## src/rtl/transform_pkg.sv

```systemverilog
// Shared definitions for the tilt perspective-mapping datapath and its scan sequencer.
package transform_pkg;

  localparam int unsigned COORD_W    = 11;
  localparam int unsigned CNT_W      = 10;
  localparam int unsigned SETTLE_W   = 4;
  localparam int unsigned BOARD_SIZE = 480;
  localparam int unsigned CENTER     = 240;

  localparam logic [COORD_W-1:0] OOB_MARK = 11'b100_0000_0000;

  typedef enum logic [2:0] {
    ST_IDLE   = 3'd0,
    ST_LOAD   = 3'd1,
    ST_SETTLE = 3'd2,
    ST_SCAN   = 3'd3,
    ST_DRAIN  = 3'd4
  } scan_state_e;

  // One output beat: source coordinate, mapped coordinate and flags.
  typedef struct packed {
    logic [COORD_W-1:0] x;
    logic [COORD_W-1:0] y;
    logic [COORD_W-1:0] tx;
    logic [COORD_W-1:0] ty;
    logic               oob;
    logic               last;
  } beat_t;

endpackage

```

## src/rtl/raster_counter.sv

```systemverilog
// Raster x/y counter: x runs fastest, wraps at WIDTH-1 and carries into y.
module raster_counter
  import transform_pkg::*;
#(
  parameter int unsigned WIDTH  = BOARD_SIZE,
  parameter int unsigned HEIGHT = BOARD_SIZE
) (
  input  logic             clk,
  input  logic             rst,
  input  logic             clear,
  input  logic             step,
  output logic [CNT_W-1:0] x,
  output logic [CNT_W-1:0] y,
  output logic             last
);

  logic [CNT_W-1:0] r_x;
  logic [CNT_W-1:0] r_y;
  logic             w_x_end;
  logic             w_y_end;

  assign w_x_end = (r_x == CNT_W'(WIDTH - 1));
  assign w_y_end = (r_y == CNT_W'(HEIGHT - 1));

  always_ff @(posedge clk or posedge rst) begin
    if (rst) begin
      r_x <= '0;
      r_y <= '0;
    end else if (clear) begin
      r_x <= '0;
      r_y <= '0;
    end else if (step) begin
      if (w_x_end) begin
        r_x <= '0;
        r_y <= w_y_end ? '0 : r_y + CNT_W'(1);
      end else begin
        r_x <= r_x + CNT_W'(1);
      end
    end
  end

  assign x    = r_x;
  assign y    = r_y;
  assign last = w_x_end && w_y_end;

endmodule

```

## src/rtl/transform_scan_ctrl.sv

```systemverilog
// Frame sequencer: latches one tilt sample per frame, raster-scans the board through
// the mapping datapath and streams mapped coordinates out over valid/ready.
module transform_scan_ctrl
  import transform_pkg::*;
#(
  parameter int unsigned WIDTH         = BOARD_SIZE,
  parameter int unsigned HEIGHT        = BOARD_SIZE,
  parameter int unsigned SETTLE_CYCLES = 1
) (
  input  logic               clk,
  input  logic               rst,
  input  logic               frame_start,
  input  logic               tilt_valid,
  output logic               tilt_ready,
  input  logic [COORD_W-1:0] tilt_sin_x,
  input  logic [COORD_W-1:0] tilt_sin_y,
  output logic [COORD_W-1:0] map_sin_x,
  output logic [COORD_W-1:0] map_sin_y,
  output logic [COORD_W-1:0] map_x,
  output logic [COORD_W-1:0] map_y,
  input  logic [COORD_W-1:0] map_x_out,
  input  logic [COORD_W-1:0] map_y_out,
  output logic               pix_valid,
  input  logic               pix_ready,
  output logic [COORD_W-1:0] pix_x,
  output logic [COORD_W-1:0] pix_y,
  output logic [COORD_W-1:0] pix_tx,
  output logic [COORD_W-1:0] pix_ty,
  output logic               pix_oob,
  output logic               pix_last,
  output logic               busy,
  output logic               frame_done,
  output logic               frame_overrun
);

  localparam logic [2:0] S_IDLE   = ST_IDLE;
  localparam logic [2:0] S_LOAD   = ST_LOAD;
  localparam logic [2:0] S_SETTLE = ST_SETTLE;
  localparam logic [2:0] S_SCAN   = ST_SCAN;
  localparam logic [2:0] S_DRAIN  = ST_DRAIN;

  logic [2:0]          r_state;
  logic [2:0]          w_state_nxt;
  logic [SETTLE_W-1:0] r_settle;
  logic [COORD_W-1:0]  r_shadow_x;
  logic [COORD_W-1:0]  r_shadow_y;
  logic [COORD_W-1:0]  r_act_x;
  logic [COORD_W-1:0]  r_act_y;
  beat_t               r_beat;
  logic                r_pix_valid;

  logic [CNT_W-1:0]    w_cnt_x;
  logic [CNT_W-1:0]    w_cnt_y;
  logic                w_last;
  logic                w_scan;
  logic                w_adv;
  logic                w_hs;

  assign w_scan = (r_state == S_SCAN);
  assign w_adv  = !r_pix_valid || pix_ready;
  assign w_hs   = r_pix_valid && pix_ready;

  raster_counter #(
    .WIDTH  (WIDTH),
    .HEIGHT (HEIGHT)
  ) u_raster (
    .clk   (clk),
    .rst   (rst),
    .clear (r_state == S_LOAD),
    .step  (w_scan && w_adv),
    .x     (w_cnt_x),
    .y     (w_cnt_y),
    .last  (w_last)
  );

  always_ff @(posedge clk or posedge rst) begin
    if (rst) r_state <= S_IDLE;
    else     r_state <= w_state_nxt;
  end

  always_comb begin
    w_state_nxt = r_state;
    case (r_state)
      S_IDLE:   if (frame_start) w_state_nxt = S_LOAD;
      S_LOAD:   w_state_nxt = S_SETTLE;
      S_SETTLE: if (r_settle == SETTLE_W'(1)) w_state_nxt = S_SCAN;
      S_SCAN:   if (w_adv && w_last) w_state_nxt = S_DRAIN;
      S_DRAIN:  if (w_hs && r_beat.last) w_state_nxt = S_IDLE;
      default:  w_state_nxt = S_IDLE;
    endcase
  end

  // Shadow takes every offered sample; active only updates in LOAD (with bypass).
  always_ff @(posedge clk or posedge rst) begin
    if (rst) begin
      r_shadow_x <= '0;
      r_shadow_y <= '0;
      r_act_x    <= '0;
      r_act_y    <= '0;
      r_settle   <= '0;
    end else begin
      if (tilt_valid) begin
        r_shadow_x <= tilt_sin_x;
        r_shadow_y <= tilt_sin_y;
      end
      if (r_state == S_LOAD) begin
        r_act_x  <= tilt_valid ? tilt_sin_x : r_shadow_x;
        r_act_y  <= tilt_valid ? tilt_sin_y : r_shadow_y;
        r_settle <= SETTLE_W'(SETTLE_CYCLES);
      end else if (r_state == S_SETTLE) begin
        r_settle <= r_settle - SETTLE_W'(1);
      end
    end
  end

  // Beat register: captures in SCAN when free, otherwise only empties on handshake.
  always_ff @(posedge clk or posedge rst) begin
    if (rst) begin
      r_beat      <= '0;
      r_pix_valid <= 1'b0;
    end else if (w_scan && w_adv) begin
      r_beat.x    <= map_x;
      r_beat.y    <= map_y;
      r_beat.tx   <= map_x_out;
      r_beat.ty   <= map_y_out;
      r_beat.oob  <= map_x_out[COORD_W-1] | map_y_out[COORD_W-1];
      r_beat.last <= w_last;
      r_pix_valid <= 1'b1;
    end else if (w_hs) begin
      r_pix_valid <= 1'b0;
    end
  end

  assign tilt_ready    = 1'b1;
  assign map_sin_x     = r_act_x;
  assign map_sin_y     = r_act_y;
  assign map_x         = COORD_W'(w_cnt_x);
  assign map_y         = COORD_W'(w_cnt_y);
  assign pix_valid     = r_pix_valid;
  assign pix_x         = r_beat.x;
  assign pix_y         = r_beat.y;
  assign pix_tx        = r_beat.tx;
  assign pix_ty        = r_beat.ty;
  assign pix_oob       = r_beat.oob;
  assign pix_last      = r_beat.last;
  assign busy          = (r_state != S_IDLE);
  assign frame_done    = (r_state == S_DRAIN) && w_hs && r_beat.last;
  assign frame_overrun = frame_start && (r_state != S_IDLE);

endmodule

```

## config.mk

```make
export PLATFORM = sky130hd
export DESIGN_NAME = transform_scan_ctrl
export DESIGN_NICKNAME = d
export VERILOG_FILES = /design/src/rtl/transform_pkg.sv /design/src/rtl/raster_counter.sv /design/src/rtl/transform_scan_ctrl.sv
export SDC_FILE = /design/constraint.sdc
export NUM_CORES = 1
export LEC_CHECK = 0
export CORE_AREA = 2 2 117 108
export DETAILED_ROUTE_END_ITERATION = 12
export DIE_AREA = 0 0 119 110
export PLACE_DENSITY = 0.75
export REMOVE_ABC_BUFFERS = 1
export SYNTH_ARGS = -nofsm -noshare
export SYNTH_HDL_FRONTEND = slang
export SYNTH_SLANG_ARGS = --single-unit
```

## constraint.sdc

```tcl
create_clock -name clk -period 3.7 [get_ports clk]
set_input_delay 0.74 -clock clk [delete_from_list [all_inputs] [get_ports clk]]
set_output_delay 0.74 -clock clk [all_outputs]
set_load 0.01 [all_outputs]
```

# Yosys cells after proc, flatten, opt, wreduce, memory -nomap -nowiden
# Index checks and enable logic that the tools add are counted.
# word_totals
register_bits	116
input_bits	49
word_cells	66
# op_classes
addsub	3
eq_ne	11
mux	18
bitwise_logic	1
reduce_logical	18
# ops
op	count
10-bit 2-to-1 mux	7
11-bit 2-to-1 mux	2
10-bit by 1-bit adder with 10-bit output (second input constant)	2
10-bit by 9-bit == test with 1-bit output (second input constant)	2
3-bit case mux with 5 select lines	1
3-bit 2-to-1 mux	4
1-bit logical AND	8
4-bit 2-to-1 mux	2
2-bit nonzero test	4
3-bit by 2-bit == test with 1-bit output (second input constant)	2
2-bit inequality test (second input constant)	3
4-bit by 1-bit == test with 1-bit output (second input constant)	1
4-bit AND reduction	1
4-bit by 1-bit subtractor with 4-bit output (second input constant)	1
3-bit by 1-bit == test with 1-bit output (second input constant)	1
3-bit == test (second input constant)	1
3-bit zero test	1
3-bit nonzero test	1
1-bit 2-to-1 mux	2
2-bit by 1-bit inequality test with 1-bit output (second input constant)	1
2-bit AND reduction	1
1-bit zero test	1
1-bit logical OR	1
1-bit OR	1

# Depth between registers and ports, before layout
# logic_depth
ltp_word	5
depth_mapped	7
ltp_nobuf	5

# Hierarchy
# Synthesis repeated with hierarchy kept, for this count alone.
# hier_totals
cells_unflattened	368
area_unflattened_um2	5109.9
# modules_own_cells
mod	instances	cells_each	area_each_um2	seq_area_each_um2
transform_scan_ctrl	1	248	4002.6	2402.3
raster_counter	1	120	1107.3	500.5

# Worst setup path before layout
# Ideal clock, no wire load.
# synth_timing
kind	register to output
startpoint	reg r_state[1]
endpoint	out frame_overrun
t_arrival_ps	1243
required_ps	2960
setup_slack_ps	1717
stages_incl_launch_ff	4
n_path_buf	1
path_cell_list	dfrtp_1 > buf_1 > or3_1 > and2_1
# synth_via
elab_chain_cells	2
# synth_lines
item	line	source
start: declaration	transform_scan_ctrl.sv:42	logic [2:0] r_state;
start signal: assignment	transform_scan_ctrl.sv:78	else r_state <= w_state_nxt;
3-bit nonzero test	--	
via busy	transform_scan_ctrl.sv:31	output logic busy,
1-bit logical AND	transform_scan_ctrl.sv:148	assign frame_overrun = frame_start && (r_state != S_IDLE);
end: declaration	transform_scan_ctrl.sv:33	output logic frame_overrun
# The timed path passes the listed nets, and every way through them passes these cells.

# Worst setup path in the final report
# layout_timing
startpoint	reg r_state[1]
endpoint	out frame_overrun
# layout_via
elab_chain_cells	2
# layout_lines
item	line
3-bit nonzero test	transform_scan_ctrl.sv:148
1-bit logical AND	transform_scan_ctrl.sv:148
# Every way passes these cells.

==> summary.md <==
| Metric | Value |
|---|---|
| Mean Syn Cell Area | `9.747 sq um` |
| Worst setup path class | `reg -> out` |
| Fmax | `363.0 MHz` |
| Max_cap viols | `0` |
| Setup bufs post-CTS | `0` |
| Post-synthesis register bit count | `116` |
| Share of the synthesized area in the top cell type | `58.39%` |
| Synthesized instance count | `510` |
| Status | `completed` |
| VDD IR-drop max | `0.0003450 V` |
| Final hold violation count | `0` |
| Layout Cell Area excl Fill | `7068 sq um` |
| Max Slew Vio Count | `0` |
| Antenna Nets Post-Route | `0` |
| First drt pass iteration count | `5` |
| CTS Hold Bufs | `0` |
| Worst-path clk slew | `0.05 ns` |
| Post-synth EDFFs | `0` |
| Multi-input gate area | `1911 sq um` |
| Post-synth top cells | `nand2_1, dfrtp_1, mux2_2, a21oi_1, nand3_1` |
| Register area | `2903 sq um` |
| Synth area leader | `dfrtp_1` |
| Main synth FF type | `dfrtp_1` |
| GRT overflow | `0` |
| Dpl hpwl | `8329 microns` |
| Row cnt | `38` |
| Worst Tran Pin Value | `1.096 ns` |
| Detailed-route via count | `4065` |
| GRT Util Overall | `19.15%` |
| Post-CTS Resized | `0` |
| Initial DRC count | `239` |
| Worst Path Required | `2.96 ns` |
| IO Pins | `144` |
| RSZ-0062 raised after global routing | `no` |
| Reg-to-reg startpoint | `r_state[1]` |
| Nature of the critical path endpoint | `output port` |
| Worst Skew | `0.008102 ns` |
| Lkg Pwr | `0.003167 uW` |
| Routed length per placed instance | `14.67 microns` |
| Vias in the first global route | `4048` |
| Die W | `119 microns` |
| TritonCTS clock tree | `done` |
| Core Area | `11840 sq um` |
| Register area share after synthesis | `58.39%` |
| Global placement routability congestion | `0.7923` |
| Clock sinks | `116` |
| Largest net degree at the start of global routing | `55` |
| Fillers | `993` |
| Total routed wirelength | `11990 microns` |
| Final Net Count | `697` |
| Synth-to-Final Area Change | `42.18%` |
| Total die area | `13090 sq um` |
| Number of CTS-inserted buffers | `17` |
| Relative slew slack | `26.73%` |
| Vias per cell | `4.976` |
| Die height | `110 microns` |
| Worst hold start | `map_sin_y[1]` |
| ANT cells | `0` |
| Top-count cell post-synth | `nand2_1` |
| Synth Warn # | `0` |
| HP Class | `reg -> reg` |
| CP Data Arrival Time | `2.01 ns` |
| Setup Viol. Count Final | `0` |
| Clk_lat worst skew | `0.40 ns` |
| Final Core Density | `59.70%` |
| Leading post-synthesis cells by cell area | `dfrtp_1, nand2_1, mux2_2` |
| CTS max path bufs | `2` |
| IO buf count | `138` |
| DR DRC count | `0` |
| Initial antenna violation count | `0` |
| Post-synthesis cell type count | `51` |
| H-tree depth | `4` |
| Global-route wire length before repair | `19840 microns` |
| Layout cells sized above 1 | `10.50%` |
| Post-layout min period | `2.755 ns` |
| PD cells | `489.9 nW/um^2` |
| CTS root buf | `clkbuf_16` |
| Mapped Area | `4971 sq um` |
| Critical path origin | `r_state[1]` |
| Instance area after placement | `6485 sq um` |
| Initial Util | `41.99%` |
| Ys async rst share | `100.0%` |
| Worst Setup Start Kind | `flop` |
| Final critical-path share of the clock period | `74.45%` |
| Crit path max fanout | `14` |
==> final cells by class <==
class	count	area share, %
inverter	8	0.4603
clock buffer	17	6.019
multi-input combinational	357	27.03
timing repair buffer	144	20.36
clock inverter	15	2.230
sequential	116	41.07
tap	160	2.832
==> path summary, 6_finish.rpt <==
path,depth (start not counted),end,slack [ns]
hold / removal,2,map_sin_y[1],0.47
setup / recovery,3,frame_overrun,0.95
setup reg to reg,5,pix_x[0],1.12
hold reg to reg,2,map_sin_y[1],0.47
min in group asynchronous,2,pix_oob,0.80
max in group asynchronous,3,pix_y[2],2.12
==> cells by family after synthesis <==
kind of cell / share of synthesized area (%)
DFF: 58.39
AOI/OAI and AO/OA: 6.268
buffers and inverters: 3.750
adders and majority gates: 1.007
muxes: 5.588
other: 0.1511
and+or+nand+nor: 24.14
xor gates and xnor gates: 0.7049
==> metrics by stage <==
step | cells | hold WS [ns] | setup slack (ns) | setup TNS [ns] | total power [uW]
2_1_floorplan | 481 | 0.4719 | -0.1124 | -13.04 | 1632
3_3_place_gp | 785 | 0.4570 | 1.002 | 0 | 1884
3_5_place_dp | 785 | 0.4614 | 0.9533 | 0 | 1899
4_1_cts | 817 | 0.4770 | 0.9117 | 0 | 3501
5_1_grt | 817 | 0.4954 | 0.8446 | 0 | 3614
6_report | 817 | 0.4707 | 0.9454 | 0 | 3462
==> registers in the layout, indices dropped and copies added (netlist names), 4 cells and up <==
name        count
map_sin_x      11
map_sin_y      11
pix_tx         11
pix_ty         11
pix_x          10
pix_y          10
r_settle        4
r_shadow_x     11
r_shadow_y     11
u_raster.x     10
u_raster.y     10
==> worst max-delay path: stages (launching register included) <==
cell and delay [ns]:
dfrtp_1 0.56, or3_1 0.43, and2_1 0.16, clkdlybuf4s50_1 0.46
==> placed cells by master, fill, tap and decap left out, drive strengths merged, types with 3 or more instances in the layout <==
cell	netlist	routed
nand2	203	203
clkdlybuf4s50	0	138
dfrtp	116	116
mux2	22	22
clkbuf	10	17
a21oi	14	14
nand3	12	12
o21ai	11	11
nor2	10	10
inv	7	10
nor3	8	8
nand4	8	8
and3	7	7
clkinvlp	0	7
buf	22	6
conb	2	5
o31ai	4	4
or4	4	4
ha	4	4
clkinv	1	4
and4	3	3
nand2b	3	3
nand3b	3	3
xor2	3	3
mux2i	3	3
a221o	3	3
==> power by group <==
group          switching (uW)  internal (uW)
Sequential               78.8           1370
Clock                     595            994
Combinational             189            239
Total                     863           2600
==> routing by layer <==
metal	GRT usage, %	routed length, microns
met1	24.47	5223
met4	6.378	60
met3	5.864	668
met5	0	0
met2	31.44	6032
No activity file was read; power rests on OpenSTA's default activity.
